--- src/rtl/rotate_arbiter.sv ---
// Round-robin arbiter in front of one shared 2^N-bit barrel rotator.
// The granted request is rotated and captured in a one-entry result register.

module rot_stage #(
  parameter int WIDTH = 16,
  parameter int SHIFT = 1
) (
  input  logic [WIDTH-1:0] d,
  input  logic             en,
  input  logic             left,
  output logic [WIDTH-1:0] q
);
  always_comb begin
    q = d;
    if (en) begin
      if (left) q = {d[WIDTH-SHIFT-1:0], d[WIDTH-1:WIDTH-SHIFT]};
      else      q = {d[SHIFT-1:0], d[WIDTH-1:SHIFT]};
    end
  end
endmodule

module rotate_arbiter #(
  parameter  int N     = 4,
  parameter  int NREQ  = 4,
  localparam int WIDTH = 2**N,
  localparam int IDW   = $clog2(NREQ)
) (
  input  logic                  clk,
  input  logic                  rst,
  input  logic [NREQ-1:0]       req_valid,
  output logic [NREQ-1:0]       req_ready,
  input  logic [NREQ*WIDTH-1:0] req_data,
  input  logic [NREQ*N-1:0]     req_amt,
  input  logic [NREQ-1:0]       req_dir,
  output logic                  out_valid,
  input  logic                  out_ready,
  output logic [WIDTH-1:0]      out_data,
  output logic [IDW-1:0]        out_id,
  output logic [15:0]           op_count
);
  logic [IDW-1:0] ptr, winner, cand;
  logic           found, can_accept, accept;
  logic [WIDTH-1:0] g_data;
  logic [N-1:0]     g_amt;
  logic             g_dir;
  logic [N:0][WIDTH-1:0] stg;

  // Search starts at ptr and wraps, so the first valid hit is the round-robin winner.
  always_comb begin
    found  = 1'b0;
    winner = '0;
    cand   = '0;
    for (int off = 0; off < NREQ; off++) begin
      cand = IDW'((int'(ptr) + off) % NREQ);
      if (!found && req_valid[cand]) begin
        found  = 1'b1;
        winner = cand;
      end
    end
  end

  assign can_accept = !out_valid || out_ready;
  assign accept     = can_accept && found && !rst;

  always_comb begin
    req_ready = '0;
    if (accept) req_ready[winner] = 1'b1;
  end

  assign g_data = req_data[int'(winner)*WIDTH +: WIDTH];
  assign g_amt  = req_amt[int'(winner)*N +: N];
  assign g_dir  = req_dir[winner];
  assign stg[0] = g_data;

  // Stage s rotates by 2^s when amount bit s is set; right rotates compose like left ones.
  for (genvar s = 0; s < N; s++) begin : g_rot
    rot_stage #(.WIDTH(WIDTH), .SHIFT(2**s)) u_stage (
      .d    (stg[s]),
      .en   (g_amt[s]),
      .left (g_dir),
      .q    (stg[s+1])
    );
  end

  always_ff @(posedge clk) begin
    if (rst) begin
      ptr       <= '0;
      out_valid <= 1'b0;
      out_data  <= '0;
      out_id    <= '0;
      op_count  <= '0;
    end else if (accept) begin
      ptr       <= IDW'((int'(winner) + 1) % NREQ);
      out_valid <= 1'b1;
      out_data  <= stg[N];
      out_id    <= winner;
      op_count  <= op_count + 16'd1;
    end else if (out_ready) begin
      out_valid <= 1'b0;
    end
  end
endmodule

--- config.mk ---
export PLATFORM = sky130hd
export DESIGN_NAME = rotate_arbiter
export DESIGN_NICKNAME = d
export VERILOG_FILES = /design/src/rtl/rotate_arbiter.sv
export SDC_FILE = /design/constraint.sdc
export NUM_CORES = 1
export LEC_CHECK = 0
export CAP_MARGIN = 40
export CORE_MARGIN = 2
export CORE_UTILIZATION = 40
export DETAILED_ROUTE_END_ITERATION = 10
export PLACE_DENSITY = 0.73
export SLEW_MARGIN = 10
export SYNTH_ARGS = -nofsm -noshare
export SYNTH_HDL_FRONTEND = slang
export SYNTH_SLANG_ARGS = --single-unit
--- constraint.sdc ---
create_clock -name clk -period 6.2 [get_ports clk]
set_input_delay 0.93 -clock clk [delete_from_list [all_inputs] [get_ports clk]]
set_output_delay 0.93 -clock clk [all_outputs]
set_load 0.05 [all_outputs]
==> results.yml, run 1 <==
status:
  status: "finished clean"
clock_network:
  cts_root_buffer: "clkbuf_8"
  postCtsHoldBufs: 0
  cts_max_path_buffers: 2
  ctsResizeCount: 0
  postCtsSetupRepairBufs: 0
  cts_sinks: 37
  h-tree-depth: 2
  worstSkewPairLatency_ns: 0.29
  clk_pin_slew_ns: 0.08
  cts_tree: "built"
  cts_buffers: 5
worst_setup_path:
  worst_path_max_delay_cell: "nor2_4"
  arrival_ns: 5.04
  slowest_delay_ns: 0.58
  cp-start-kind: "input port"
  crit_type: "in2reg"
  endpoint_kind: "flip-flop"
  worstPathMaxFanout: 27
  cp_cell_sequence: "clkdlybuf4s50_1 > nor2b_1 > o2bb2ai_1 > nor2_4 > inv_2 > a211oi_2 > nor2_1 > buf_4 > or4_1 > a41oi_1 > nor4_1 > o31ai_1"
  rr_worst_depth: 11
  cp.required_ns: 6.40
logic_synthesis:
  synth_seq_cells: 37
  ys_seq_area_share_pct: 20.2
  async_reset_ff_share_pct: 0
  synth_cell_type_count: 47
  synth.area.top_cells: "dfxtp_1, a211oi_1, and3_1"
  synth_ff_type: "dfxtp_1"
  synth_common_cells: "a211oi_1, and3_1, nor4_1, dfxtp_1, nand3_1"
  syn_area_um2: 3660
  avgSynthCellArea_um2: 7.64
  synth_fp_nets: 575
  synth_edf_count: 0
  yosysMostFrequentCell: "a211oi_1"
  yosysWarnings: 0
  syn_inst: 479
  yosysTopAreaCell: "dfxtp_1"
  synthDominantCellAreaShare_pct: 20.2
layout:
  final_area_um2: 5130
  fin_util_pct: 58.3
  syn2layout_area_growth_pct: 40.2
  fillers: 826
  nets: 683
  drive_gt1_share_pct: 6.12
  diodes: 0
global_routing:
  grt_pass1_vias: 4468
  grtUsageTotal_pct: 28.9
  overflow: 0
  grt_first_pass_wirelength_um: 23100
  antenna_found_initial: 0
  grt_max_degree: 40
detailed_routing:
  ant_nets: 0
  drt_iter0_drc: 383
  drt_wl_total_um: 14600
  drc: 0
  viasPerCell: 6.87
  wire_per_inst_um: 21.0
  firstDrtPassIters: 5
  vias: 4783
hold_path:
  min_path_type: "reg2reg"
  whs_path_depth: 2
sta:
  finalMaxSlewViolations: 0
  finalSetupViolCount: 0
  min_period_ns: 4.84
  rsz0062_at_grt: "false"
  setup_tns_ns: 0
  fin_crit_sh_pct: 78.1
  hold_viol: 0
  worst_pin_slew_ns: 0.834
  skew_ns: 0.00681
  fmax_mhz: 206
  maxSlewHeadroom_pct: 44.3
die:
  num_rows: 34
  die_w_um: 99.7
  core_area_um2: 8810
  die_h_um: 99.7
  start_util_pct: 41.6
  dieArea_um2: 9930
  num_io_pins: 130
place:
  gp_congestion: 0.998
  io_buffers: 129
  hpwl_um: 11700
  dpl_cell_area_um2: 4990
pwr:
  p_leak_nw: 1.72
  ir_drop_v: 0.000126
  pwr_density_cell_nw_per_um2: 347
flow_run:
  maxCapViolCount: 0
-- flip-flops by register name, indices dropped and copies added (netlist names) --
register	flops
out_valid	1
out_data	16
ptr	2
out_id	2
op_count	16
-- cells in the final DEF (no fill, tap or decap), types with 2 or more instances in the layout --
cell type,count
a2111oi_0,12
a211o_1,2
a211oi_1,50
a211oi_2,4
a211oi_4,2
a21oi_1,5
a31oi_1,18
a41oi_1,24
and2_1,4
and3_1,42
buf_4,12
bufinv_16,2
clkbuf_8,5
clkdlybuf4s50_1,129
dfxtp_1,37
ha_1,5
inv_1,4
mux2i_1,5
nand2_1,14
nand3_1,31
nand4_1,2
nor2_1,17
nor2b_1,5
nor3_1,2
nor4_1,38
o211ai_1,24
o21ai_0,19
o21ai_1,2
o22ai_1,8
o311ai_1,8
o31ai_1,17
or2_2,2
or3_1,4
or4_1,8
xnor2_1,2
xor2_1,10
-- worst max-delay path, delay by kind of cell --
family	cells	cell delay, ns
buf+inv	3	1.18
simple gates	5	1.64
compound gates	4	1.27
-- logic make-up after synthesis --
logic type / count (synthesis) / synth area share, %
AO/OA/AOI/OAI: 200 / 41.3
XOR/XNOR: 12 / 2.87
adder cells (fa/ha/maj): 5 / 1.71
buffers and inverters: 47 / 5.84
flip-flops: 37 / 20.2
multiplexers: 5 / 1.37
AND/OR/NAND/NOR: 173 / 26.7
-- layer usage --
metal  global-route usage [%]  vias up  share of wire, %
li1                         -     2229                 -
met1                     35.8     2246                41
met2                     50.0      258                47
met3                     3.94       50               7.4
met4                     12.2        0               3.8
met5                        0        -                 0
-- where the power goes --
part           leakage [nW]  internal [mW]  switching (mW)
sequential            0.304          0.289          0.0267
combinational          1.35          0.405           0.806
clock                0.0687          0.162          0.0902
total                  1.72          0.855           0.923
-- final timing paths --
kind                     start      endpoint  slack (ns)
setup / recovery  req_valid[1]   out_data[9]        1.36
setup reg to reg        ptr[1]   out_data[9]        2.10
hold reg to reg   out_data[15]  out_data[15]        0.47
hold / removal    out_data[15]  out_data[15]        0.47
-- through the flow --
step	cells	total power, mW	setup slack [ns]	hold WS (ns)
2_1_floorplan	479	1.14	2.68	0.481
3_3_place_gp	686	1.49	1.22	0.464
3_5_place_dp	688	1.50	1.07	0.461
4_1_cts	696	1.75	1.35	0.474
5_1_grt	696	1.88	0.940	0.492
6_report	696	1.78	1.36	0.472
-- cell type report --
| class | instances | area [um2] | area share, % |
|---|---|---|---|
| clock buffers | 5 | 68.8 | 1.34 |
| multi-input cells | 395 | 2710 | 52.8 |
| well taps | 108 | 135 | 2.63 |
| inverters | 6 | 22.5 | 0.439 |
| clock inverters | 3 | 68.8 | 1.34 |
| flip-flops and latches | 37 | 741 | 14.4 |
| repair buffers | 142 | 1390 | 27.0 |
No activity file was read; power rests on OpenSTA's default activity.
==> inputs of run 2 (changes only) <==
--- a/config.mk
+++ b/config.mk
@@ -9,7 +9,7 @@
 export CORE_MARGIN = 2
 export CORE_UTILIZATION = 40
 export DETAILED_ROUTE_END_ITERATION = 10
-export PLACE_DENSITY = 0.73
+export PLACE_DENSITY = 0.75
 export SLEW_MARGIN = 10
 export SYNTH_ARGS = -nofsm -noshare
 export SYNTH_HDL_FRONTEND = slang
==> constraint.sdc (replaced) <==
create_clock -name clk -period 4.4 [get_ports clk]
set_input_delay 0.66 -clock clk [delete_from_list [all_inputs] [get_ports clk]]
set_output_delay 0.66 -clock clk [all_outputs]
set_load 0.05 [all_outputs]
==> run 2 against run 1 <==
Compared with the run above:
- the run now ends with DRC left
- final cell count up 3.7%
- utilization increased by 2.1 points
- sequential cell count stayed put
- sequential share of layout area is 0.50 points lower
- global-route usage grew 0.51 points
- sequential power grew 42%
- die area stayed put
- register-to-register slack got worse by 1.4 ns
==> results.yml, run 2 (synthesis results as in run 1) <==
global_routing:
  grtUsageTotal_pct: 29.4
  overflow: 0
  grt_first_pass_wirelength_um: 23400
  grt.busiest_layer: "met2"
  grt_pass1_vias: 4552
  grtUsageMet1_pct: 37.2
  use_met3_pct: 3.65
  gr-usage-met2_pct: 51.5
  grt_max_degree: 39
  antenna_found_initial: 0
clock_network:
  cts_buffers: 5
  worstSkewPairLatency_ns: 0.29
  clk_pin_slew_ns: 0.07
  cts_root_buffer: "clkbuf_8"
  cts_sinks: 37
  postCtsSetupRepairBufs: 0
  cts_max_path_buffers: 2
  h-tree-depth: 2
  cts_tree: "built"
worst_setup_path:
  endpoint_kind: "flip-flop"
  crit_type: "in2reg"
  arrival_ns: 4.39
  cp-start-kind: "input port"
  cp.required_ns: 4.56
  rr_worst_depth: 11
  worstPathMaxFanout: 20
detailed_routing:
  viasPerCell: 6.68
  wire_per_inst_um: 20.5
  firstDrtPassIters: 8
  drt_wl_total_um: 14800
  drt_iter0_drc: 453
  drc: 1
  ant_nets: 0
  vias: 4822
layout:
  fin_util_pct: 60.4
  drive_gt1_share_pct: 11.1
  multi_input_area_um2: 2720
  layout_commonest_cell: "clkdlybuf4s50_1"
  fillers: 772
  largestRegisters: "op_count (16), out_data (16)"
  final_area_um2: 5320
  syn2layout_area_growth_pct: 45.2
  diodes: 0
  final_cell_mix: "clkdlybuf4s50_1, a211oi_1, and3_1"
  nets: 709
  seqCellArea_um2: 741
die:
  dieArea_um2: 9930
  die_w_um: 99.7
  num_io_pins: 130
  num_rows: 34
  start_util_pct: 41.6
  die_h_um: 99.7
  core_area_um2: 8810
pwr:
  p_leak_nw: 1.84
  ir_drop_v: 0.000189
  pwr_density_cell_nw_per_um2: 471
  finalPower_mw: 2.50
place:
  io_buffers: 129
  hpwl_um: 12000
  dpl_cell_area_um2: 5220
  gp_congestion: 0.979
status:
  violations: "DRC"
  status: "finished with violations"
flow_run:
  maxCapViolCount: 0
sta:
  hold_viol: 0
  maxSlewHeadroom_pct: 42.7
  skew_ns: 0.00951
  fmax_mhz: 236
  fin_crit_sh_pct: 96.2
  holdWs_ns: 0.476
  min_period_ns: 4.23
  finalSetupViolCount: 0
  finalMaxSlewViolations: 0
  rsz0062_at_grt: "false"
  worst_pin_slew_ns: 0.856
hold_path:
  min_path_type: "reg2reg"
  whs_path_depth: 2
[run 2: cell types whose count changed in the layout (fill, tap and decap cells not counted), sizes merged]
cell / delta
buf: +30
clkdlybuf4s50: -4
bufinv: -2
clkinv: +1
clkinvlp: +1
[run 2: power breakdown]
part | total (mW) | leakage, nW | switching [mW] | internal, mW
Sequential | 0.448 | 0.304 | 0.0406 | 0.407
Combinational | 1.82 | 1.50 | 1.16 | 0.658
Clock | 0.240 | 0.0445 | 0.127 | 0.112
[run 2: repair_timing]
item                       CTS  global route
gates resized for setup      0             3
setup endpoints to repair    0             3
hold buffers                 0             0
[run 2: cell type report]
class | count | area share (%)
clock buffer | 5 | 1.29
clock inverter | 3 | 0.400
inverter | 6 | 0.424
multi-input combinational | 395 | 51.1
sequential | 37 | 13.9
tap | 108 | 2.54
timing repair buffer | 168 | 30.3
[run 2: path summary, 6_finish.rpt]
path,startpoint,endpoint,slack (ns)
setup / recovery,req_valid[0],out_data[2],0.17
hold / removal,out_data[2],out_data[2],0.48
setup reg to reg,ptr[0],out_data[2],0.69
hold reg to reg,out_data[2],out_data[2],0.48
[run 2: worst max-delay path: stages]
cell             delay, ns
clkdlybuf4s50_1       0.45
nor2b_1               0.16
o21ai_2               0.47
nand2_2               0.32
buf_4                 0.29
a211oi_1              0.47
nor4_1                0.19
o311ai_1              0.41
buf_4                 0.20
a31oi_1               0.10
a2111oi_0             0.52
o31ai_1               0.13
[run 2: routing by layer]
| metal | wire [um] | part of all wire, % |
|---|---|---|
| met1 | 6280 | 42 |
| met2 | 7110 | 48 |
| met3 | 1030 | 6.9 |
| met4 | 425 | 2.9 |
| met5 | 0 | 0 |
[run 2: per-stage QoR]
stage | TNS, ns | std cells | setup slack [ns]
2_1_floorplan | 0 | 479 | 1.21
3_3_place_gp | 0 | 713 | 0.0618
3_5_place_dp | -0.136 | 714 | -0.0840
4_1_cts | 0 | 722 | 0.225
5_1_grt | 0 | 722 | 0.00110
6_report | 0 | 722 | 0.169
